[config.mk]
export PLATFORM = sky130hd
export DESIGN_NAME = trace_filter_multi
export DESIGN_NICKNAME = d
export VERILOG_FILES = /design/src/rtl/trace_filter_multi.sv
export SDC_FILE = /design/constraint.sdc
export NUM_CORES = 1
export LEC_CHECK = 0
export CAP_MARGIN = 30
export CORE_ASPECT_RATIO = 1.75
export CORE_MARGIN = 2
export CORE_UTILIZATION = 44
export DETAILED_ROUTE_END_ITERATION = 7
export GPL_TIMING_DRIVEN = 0
export HOLD_SLACK_MARGIN = 0.1
export PLACE_DENSITY = 0.81
export SLEW_MARGIN = 0
export SYNTH_ARGS = -nofsm -noshare
export SYNTH_HDL_FRONTEND = slang
export SYNTH_SLANG_ARGS = --single-unit
[constraint.sdc]
create_clock -name clk -period 2.9 [get_ports clk]
set_input_delay 0.58 -clock clk [delete_from_list [all_inputs] [get_ports clk]]
set_output_delay 0.58 -clock clk [all_outputs]
set_load 0.02 [all_outputs]
[src/rtl/trace_filter_multi.sv]
// trace_filter_multi: per-lane keep/drop marking of retired instructions
// ahead of the trace packetiser, with event mask, resync timer and counter.
package trace_filter_pkg;
  localparam logic [6:0] BRANCH_OPCODE = 7'b1100011;
  localparam logic [6:0] JAL_OPCODE = 7'b1101111;
  localparam logic [6:0] JALR_OPCODE = 7'b1100111;
  localparam logic [1:0] C_BRANCH_OPCODE = 2'b01;
  localparam logic [1:0] C_BRANCH_FUNCT3_2_MSB = 2'b11;
  localparam logic [1:0] C_JAL_OPCODE = 2'b01;
  localparam logic [2:0] C_JAL_FUNCT3_3_MSB = 3'b001;
  localparam logic [1:0] C_JALR_OPCODE = 2'b10;
  localparam logic [2:0] C_JALR_FUNCT4_3_MSB = 3'b100;
  localparam logic [31:0] WFI_INSTRUCTION = 32'h1050_0073;
endpackage

module trace_filter_multi #(
  parameter int NUM_LANES = 2,
  parameter int INSTR_WIDTH = 32,
  parameter int RESYNC_TIMER_WIDTH = 16,
  parameter int KEPT_CNT_WIDTH = 32
) (
  input  logic                             clk,
  input  logic                             rst_n,
  input  logic [NUM_LANES-1:0]             instr_valid,
  input  logic [NUM_LANES*INSTR_WIDTH-1:0] instr,
  input  logic                             filter_en,
  input  logic [7:0]                       event_en,
  input  logic [RESYNC_TIMER_WIDTH-1:0]    resync_period,
  input  logic                             cnt_clear,
  output logic [NUM_LANES-1:0]             drop_instr,
  output logic [NUM_LANES-1:0]             out_valid,
  output logic [KEPT_CNT_WIDTH-1:0]        kept_count
);
  import trace_filter_pkg::*;

  localparam int CW = KEPT_CNT_WIDTH + 1;

  function automatic logic [6:0] classes(input logic [31:0] w);
    logic [6:0] c;
    c    = '0;
    c[0] = w[6:0] == BRANCH_OPCODE;
    c[1] = w[6:0] == JAL_OPCODE;
    c[2] = w[6:0] == JALR_OPCODE;
    c[3] = (w[1:0] == C_BRANCH_OPCODE) &&
           (w[15:14] == C_BRANCH_FUNCT3_2_MSB);
    c[4] = (w[1:0] == C_JAL_OPCODE) &&
           (w[15:13] == C_JAL_FUNCT3_3_MSB);
    c[5] = (w[1:0] == C_JALR_OPCODE) &&
           (w[15:13] == C_JALR_FUNCT4_3_MSB);
    c[6] = w == WFI_INSTRUCTION;
    return c;
  endfunction

  logic [NUM_LANES-1:0] hit_d;
  logic [NUM_LANES-1:0] s1_valid;
  logic [NUM_LANES-1:0] s1_hit;
  logic [NUM_LANES-1:0] low_lane;
  logic [NUM_LANES-1:0] keep;
  logic                 tmr_d;
  logic                 s1_tmr;
  logic                 tmr_pend;
  logic                 tmr_eff;
  logic [RESYNC_TIMER_WIDTH-1:0] timer;
  logic [CW-1:0]        kept_add;
  logic [CW-1:0]        cnt_sum;

  always_comb begin
    hit_d = '0;
    for (int i = 0; i < NUM_LANES; i++) begin
      hit_d[i] = instr_valid[i] &&
        |(classes(instr[i*INSTR_WIDTH +: 32]) & event_en[6:0]);
    end
    tmr_d = (timer == resync_period) &&
            (resync_period != '0) && event_en[7];
  end

  always_ff @(posedge clk or negedge rst_n) begin
    if (!rst_n) begin
      s1_valid <= '0;
      s1_hit   <= '0;
      s1_tmr   <= 1'b0;
      timer    <= '0;
    end else begin
      s1_valid <= instr_valid;
      s1_hit   <= hit_d;
      s1_tmr   <= tmr_d;
      timer    <= (|hit_d || tmr_d) ? '0
                : timer + RESYNC_TIMER_WIDTH'(1);
    end
  end

  // A timer keep lands on the oldest valid lane; with none it waits.
  always_comb begin
    tmr_eff  = s1_tmr | tmr_pend;
    low_lane = s1_valid & (~s1_valid + NUM_LANES'(1));
    keep     = {NUM_LANES{~filter_en}} | s1_hit |
               (tmr_eff ? low_lane : '0);
  end

  always_ff @(posedge clk or negedge rst_n) begin
    if (!rst_n) begin
      drop_instr <= '1;
      out_valid  <= '0;
      tmr_pend   <= 1'b0;
    end else begin
      drop_instr <= ~(keep & s1_valid);
      out_valid  <= s1_valid;
      tmr_pend   <= tmr_eff & ~|s1_valid;
    end
  end

  always_comb begin
    kept_add = '0;
    for (int i = 0; i < NUM_LANES; i++) begin
      kept_add = kept_add + CW'(out_valid[i] & ~drop_instr[i]);
    end
    cnt_sum = {1'b0, kept_count} + kept_add;
  end

  always_ff @(posedge clk or negedge rst_n) begin
    if (!rst_n) begin
      kept_count <= '0;
    end else if (cnt_clear) begin
      kept_count <= '0;
    end else if (cnt_sum[KEPT_CNT_WIDTH]) begin
      kept_count <= '1;
    end else begin
      kept_count <= cnt_sum[KEPT_CNT_WIDTH-1:0];
    end
  end
endmodule

==> results.toml <==
[timing]
worst_slew_margin_rel = 0.539
layout_min_cycle_time_ps = 2740
layout_setup_ws_ps = 155
fin_tns_setup_ps = 0
achievable-frequency_mhz = 364
finalCritPeriodShare = 0.946
worst-slew-pin-transition_ps = 692
skew_ps = 4.79
finalHoldViolCount = 0
finalSetupViolCount = 0
timing.final.max_slew_violations = 0

[min_path]
min_path_type = "in2async"

[pwr]
power.density_nw_per_um2 = 478
power_switching_uw = 533
sequential_fraction_of_design_power = 0.372
power.leakage_nw = 2.01
p_comb_frac = 0.139
switching_share_of_power = 0.221
vdd_ir_drop_max_mv = 0.295
power_frac_clock = 0.489
internal_power_mw = 1.88

[synth]
synth.cells.most_frequent = "sky130_fd_sc_hd__dfrtp_1, sky130_fd_sc_hd__nor2_1, sky130_fd_sc_hd__xor2_1"
syn_area_per_cell_sq_um = 9.69
yosys_warns = 0
seq_cells_post_synth = 58
async_reset_ff_frac = 1.00
synth_ff_type = "sky130_fd_sc_hd__dfrtp_1"
ys_seq_area_frac = 0.441
synth_top_area_frac = 0.425
mappedNetlistNets = 437
synth-edff-count = 0
post_synth_inst_count = 340
synth_area_leader_cell = "sky130_fd_sc_hd__dfrtp_1"
post-synth-top-count-cell = "sky130_fd_sc_hd__dfrtp_1"
post_synth_main_area_contributors = "sky130_fd_sc_hd__dfrtp_1, sky130_fd_sc_hd__xor2_1, sky130_fd_sc_hd__xnor2_1, sky130_fd_sc_hd__nor2_1, sky130_fd_sc_hd__a21oi_2"
synth.distinct_cells = 49
synthesis.area_sq_um = 3290

[global_route]
gr-usage-met2 = 0.428
grt_max_degree = 34
via_count_of_the_first_global_routing_pass = 3312
grt_pass1_wl_um = 14900
grtUsageMet3 = 0.0494
top_usage_layer = "met2"
grt_overflow = 0
initial_antenna_violation_count = 0
gr_layer_usage_met1 = 0.225
global_route.usage.total = 0.226

[floorplan]
floorplan_core_area_sq_um = 7230
ioPinCount = 130
x_dimension_of_the_die_um = 69.4
die_area_sq_um = 8220
placement_rows = 41
start_util = 0.455
chipHeight_um = 118

[cts]
register_clock_pin_slew_on_the_reported_worst_setup_and_hold_paths_ps = 50
clock_tree_from_tritoncts = "yes"
clock-sinks = 58
tritoncts.num_buffers = 9
h_tree_levels = 3
clk-insertion-delay-late_ps = 320
cts_hold_buffers = 0
cts-root-buf = "sky130_fd_sc_hd__clkbuf_16"
cts_max_path_buffers = 2

[detailed_routing]
route.final.wire_length_um = 8830
detail_route.vias_per_cell = 5.50
drtAntennaViolNets = 0
drc_errors = 0
drt-initial-drc-count = 116
post_drt_wl_per_cell_um = 15.4
route.vias.total = 3150
dr.pass1.iters = 4

[finish]
fin_cells = 573
antennaDiodeCount = 0
layout-drive-gt1-share = 0.0965
syn2layout_area_growth_pct = 53.6
finalNetCount = 579

[worst_setup_path]
critical_path.max_stage_delay_ps = 440
path_common_cell = "sky130_fd_sc_hd__buf_6"
r2r_start = "drop_instr[1]$_DFF_PN1_"
crit_buf_inv = 2
endpoint_kind = "flop"
critPathMaxFanout = 10
data_arrival_time_of_the_critical_path_ps = 2980
crit_slowest_cell = "sky130_fd_sc_hd__nor4_4"
worstSetupPathType = "reg2reg"
path_cells = "nor2b_1 -> fa_1 -> ha_1 -> nand2_1 -> nor4_4 -> nand4_4 -> or3_1 -> buf_6 -> buf_6 -> a21oi_1"
worst-endpoint-required_ps = 3130
crit_family = "simple AND/OR/NAND/NOR gates"
crit_path_start_kind = "flop"
crit_path_start = "drop_instr[1]$_DFF_PN1_"

[run]
drv_cap = 0

[place]
globalplace.congestion = 0.927
placement.setup.worst_slack_ps = 65.4
dpl.hpwl_um = 7120
dp_cells = 556
placement.io_buffers = 129

[outcome]
run_status = "complete, no violations"
registers in the layout, indices dropped and copies added (netlist names):
| name | flops |
|---|---|
| kept_count | 32 |
| timer | 16 |
| drop_instr | 2 |
| out_valid | 2 |
| s1_hit | 2 |
| s1_valid | 2 |
| s1_tmr | 1 |
| tmr_pend | 1 |
area by class of cell:
| type | instances | area (sq um) |
|---|---|---|
| clock buffers | 10 | 229 |
| clock inverters | 6 | 105 |
| inverters | 9 | 33.8 |
| fillers | 563 | 2170 |
| plain buffers | 10 | 61.3 |
| multi-input cells | 263 | 1750 |
| flip-flops and latches | 58 | 1450 |
| well taps | 86 | 108 |
| repair buffers | 131 | 1310 |
metrics by stage:
| stage | hold WS, ps | area [sq um] | power, mW | util |
|---|---|---|---|---|
| detailed placement | 388 | 4710 | 1.25 | 0.651 |
| floorplan | 284 | 3290 | 1.04 | - |
| global route | 305 | 5060 | 2.52 | 0.699 |
| global placement | 384 | 4690 | 1.23 | 0.649 |
| finish | 267 | 5060 | 2.42 | 0.699 |
| CTS | 275 | 5040 | 2.44 | 0.697 |
power by group through the flow:
stage / registers (mW) / logic [mW] / clock network, mW
final: 0.900 / 0.335 / 1.18
after global routing: 0.905 / 0.374 / 1.24
after CTS: 0.899 / 0.340 / 1.20
after detailed placement: 0.911 / 0.336 / 0
after global placement: 0.910 / 0.325 / 0
after floorplan: 0.908 / 0.133 / 0
worst paths after layout:
kind	to	slack, ps	cells after the start
worst max register to register	kept_count[19]$_DFF_PN0_	160	10
worst min register to register	drop_instr[1]$_DFF_PN1_	390	1
min in group clk	drop_instr[1]$_DFF_PN1_	390	1
worst min-delay path	kept_count[2]$_DFF_PN0_	270	1
max in group asynchronous	timer[11]$_DFF_PN0_	2040	2
worst max-delay path	kept_count[19]$_DFF_PN0_	160	10
worst register-to-register path, cell delays in order, from the launching register on:
cell	delay, ps
sky130_fd_sc_hd__dfstp_2	370
sky130_fd_sc_hd__nor2b_1	160
sky130_fd_sc_hd__fa_1	250
sky130_fd_sc_hd__ha_1	210
sky130_fd_sc_hd__nand2_1	150
sky130_fd_sc_hd__nor4_4	450
sky130_fd_sc_hd__nand4_4	220
sky130_fd_sc_hd__or3_1	410
sky130_fd_sc_hd__buf_6	160
sky130_fd_sc_hd__buf_6	150
sky130_fd_sc_hd__a21oi_1	140
cells in the final DEF (no fill, tap or decap), types with 2 or more instances in the layout:
cell                              count
sky130_fd_sc_hd__nand2b_1             2
sky130_fd_sc_hd__o21ai_0              3
sky130_fd_sc_hd__clkbuf_1             7
sky130_fd_sc_hd__and3_1               5
sky130_fd_sc_hd__buf_2                2
sky130_fd_sc_hd__o21a_1               2
sky130_fd_sc_hd__clkdlybuf4s50_1    128
sky130_fd_sc_hd__xnor2_1             23
sky130_fd_sc_hd__buf_6                3
sky130_fd_sc_hd__xor2_1              32
sky130_fd_sc_hd__nor3_1               8
sky130_fd_sc_hd__and4_1               6
sky130_fd_sc_hd__inv_1                8
sky130_fd_sc_hd__and2_1               2
sky130_fd_sc_hd__nand2_1             22
sky130_fd_sc_hd__a21bo_2              2
sky130_fd_sc_hd__clkinv_2             3
sky130_fd_sc_hd__bufinv_16            3
sky130_fd_sc_hd__dfstp_2              2
sky130_fd_sc_hd__mux2i_1              3
sky130_fd_sc_hd__a21oi_1             16
sky130_fd_sc_hd__nand4_1             19
sky130_fd_sc_hd__or3_1                2
sky130_fd_sc_hd__or4_1                2
sky130_fd_sc_hd__nor2_1              37
sky130_fd_sc_hd__nand3_1             21
sky130_fd_sc_hd__nor4_1              12
sky130_fd_sc_hd__clkbuf_16            9
sky130_fd_sc_hd__a21oi_2             15
sky130_fd_sc_hd__nor2b_1              3
sky130_fd_sc_hd__dfrtp_1             56
sky130_fd_sc_hd__ha_1                 2
sky130_fd_sc_hd__nor4b_1              5
metal layers:
| layer | vias to the layer above | part of all wire |
|---|---|---|
| li1 | 1507 | - |
| met1 | 1495 | 0.35 |
| met2 | 117 | 0.57 |
| met3 | 31 | 0.044 |
| met4 | 0 | 0.035 |
| met5 | - | 0 |
kinds of logic after synthesis:
group / count (synthesis) / share of synthesized area
buffers and inverters: 19 / 0.0289
DFF: 58 / 0.441
adders and majority gates: 3 / 0.0137
muxes: 3 / 0.00912
and+or+nand+nor: 155 / 0.260
AOI/OAI and AO/OA: 47 / 0.101
xor gates and xnor gates: 55 / 0.146
timing repair:
| action | 4_1_cts | 5_1_grt |
|---|---|---|
| setup buffers | 0 | 1 |
| setup endpoints to repair | 0 | 20 |
| gates resized for setup | 0 | 1 |
(Power assumes the default switching activity.)
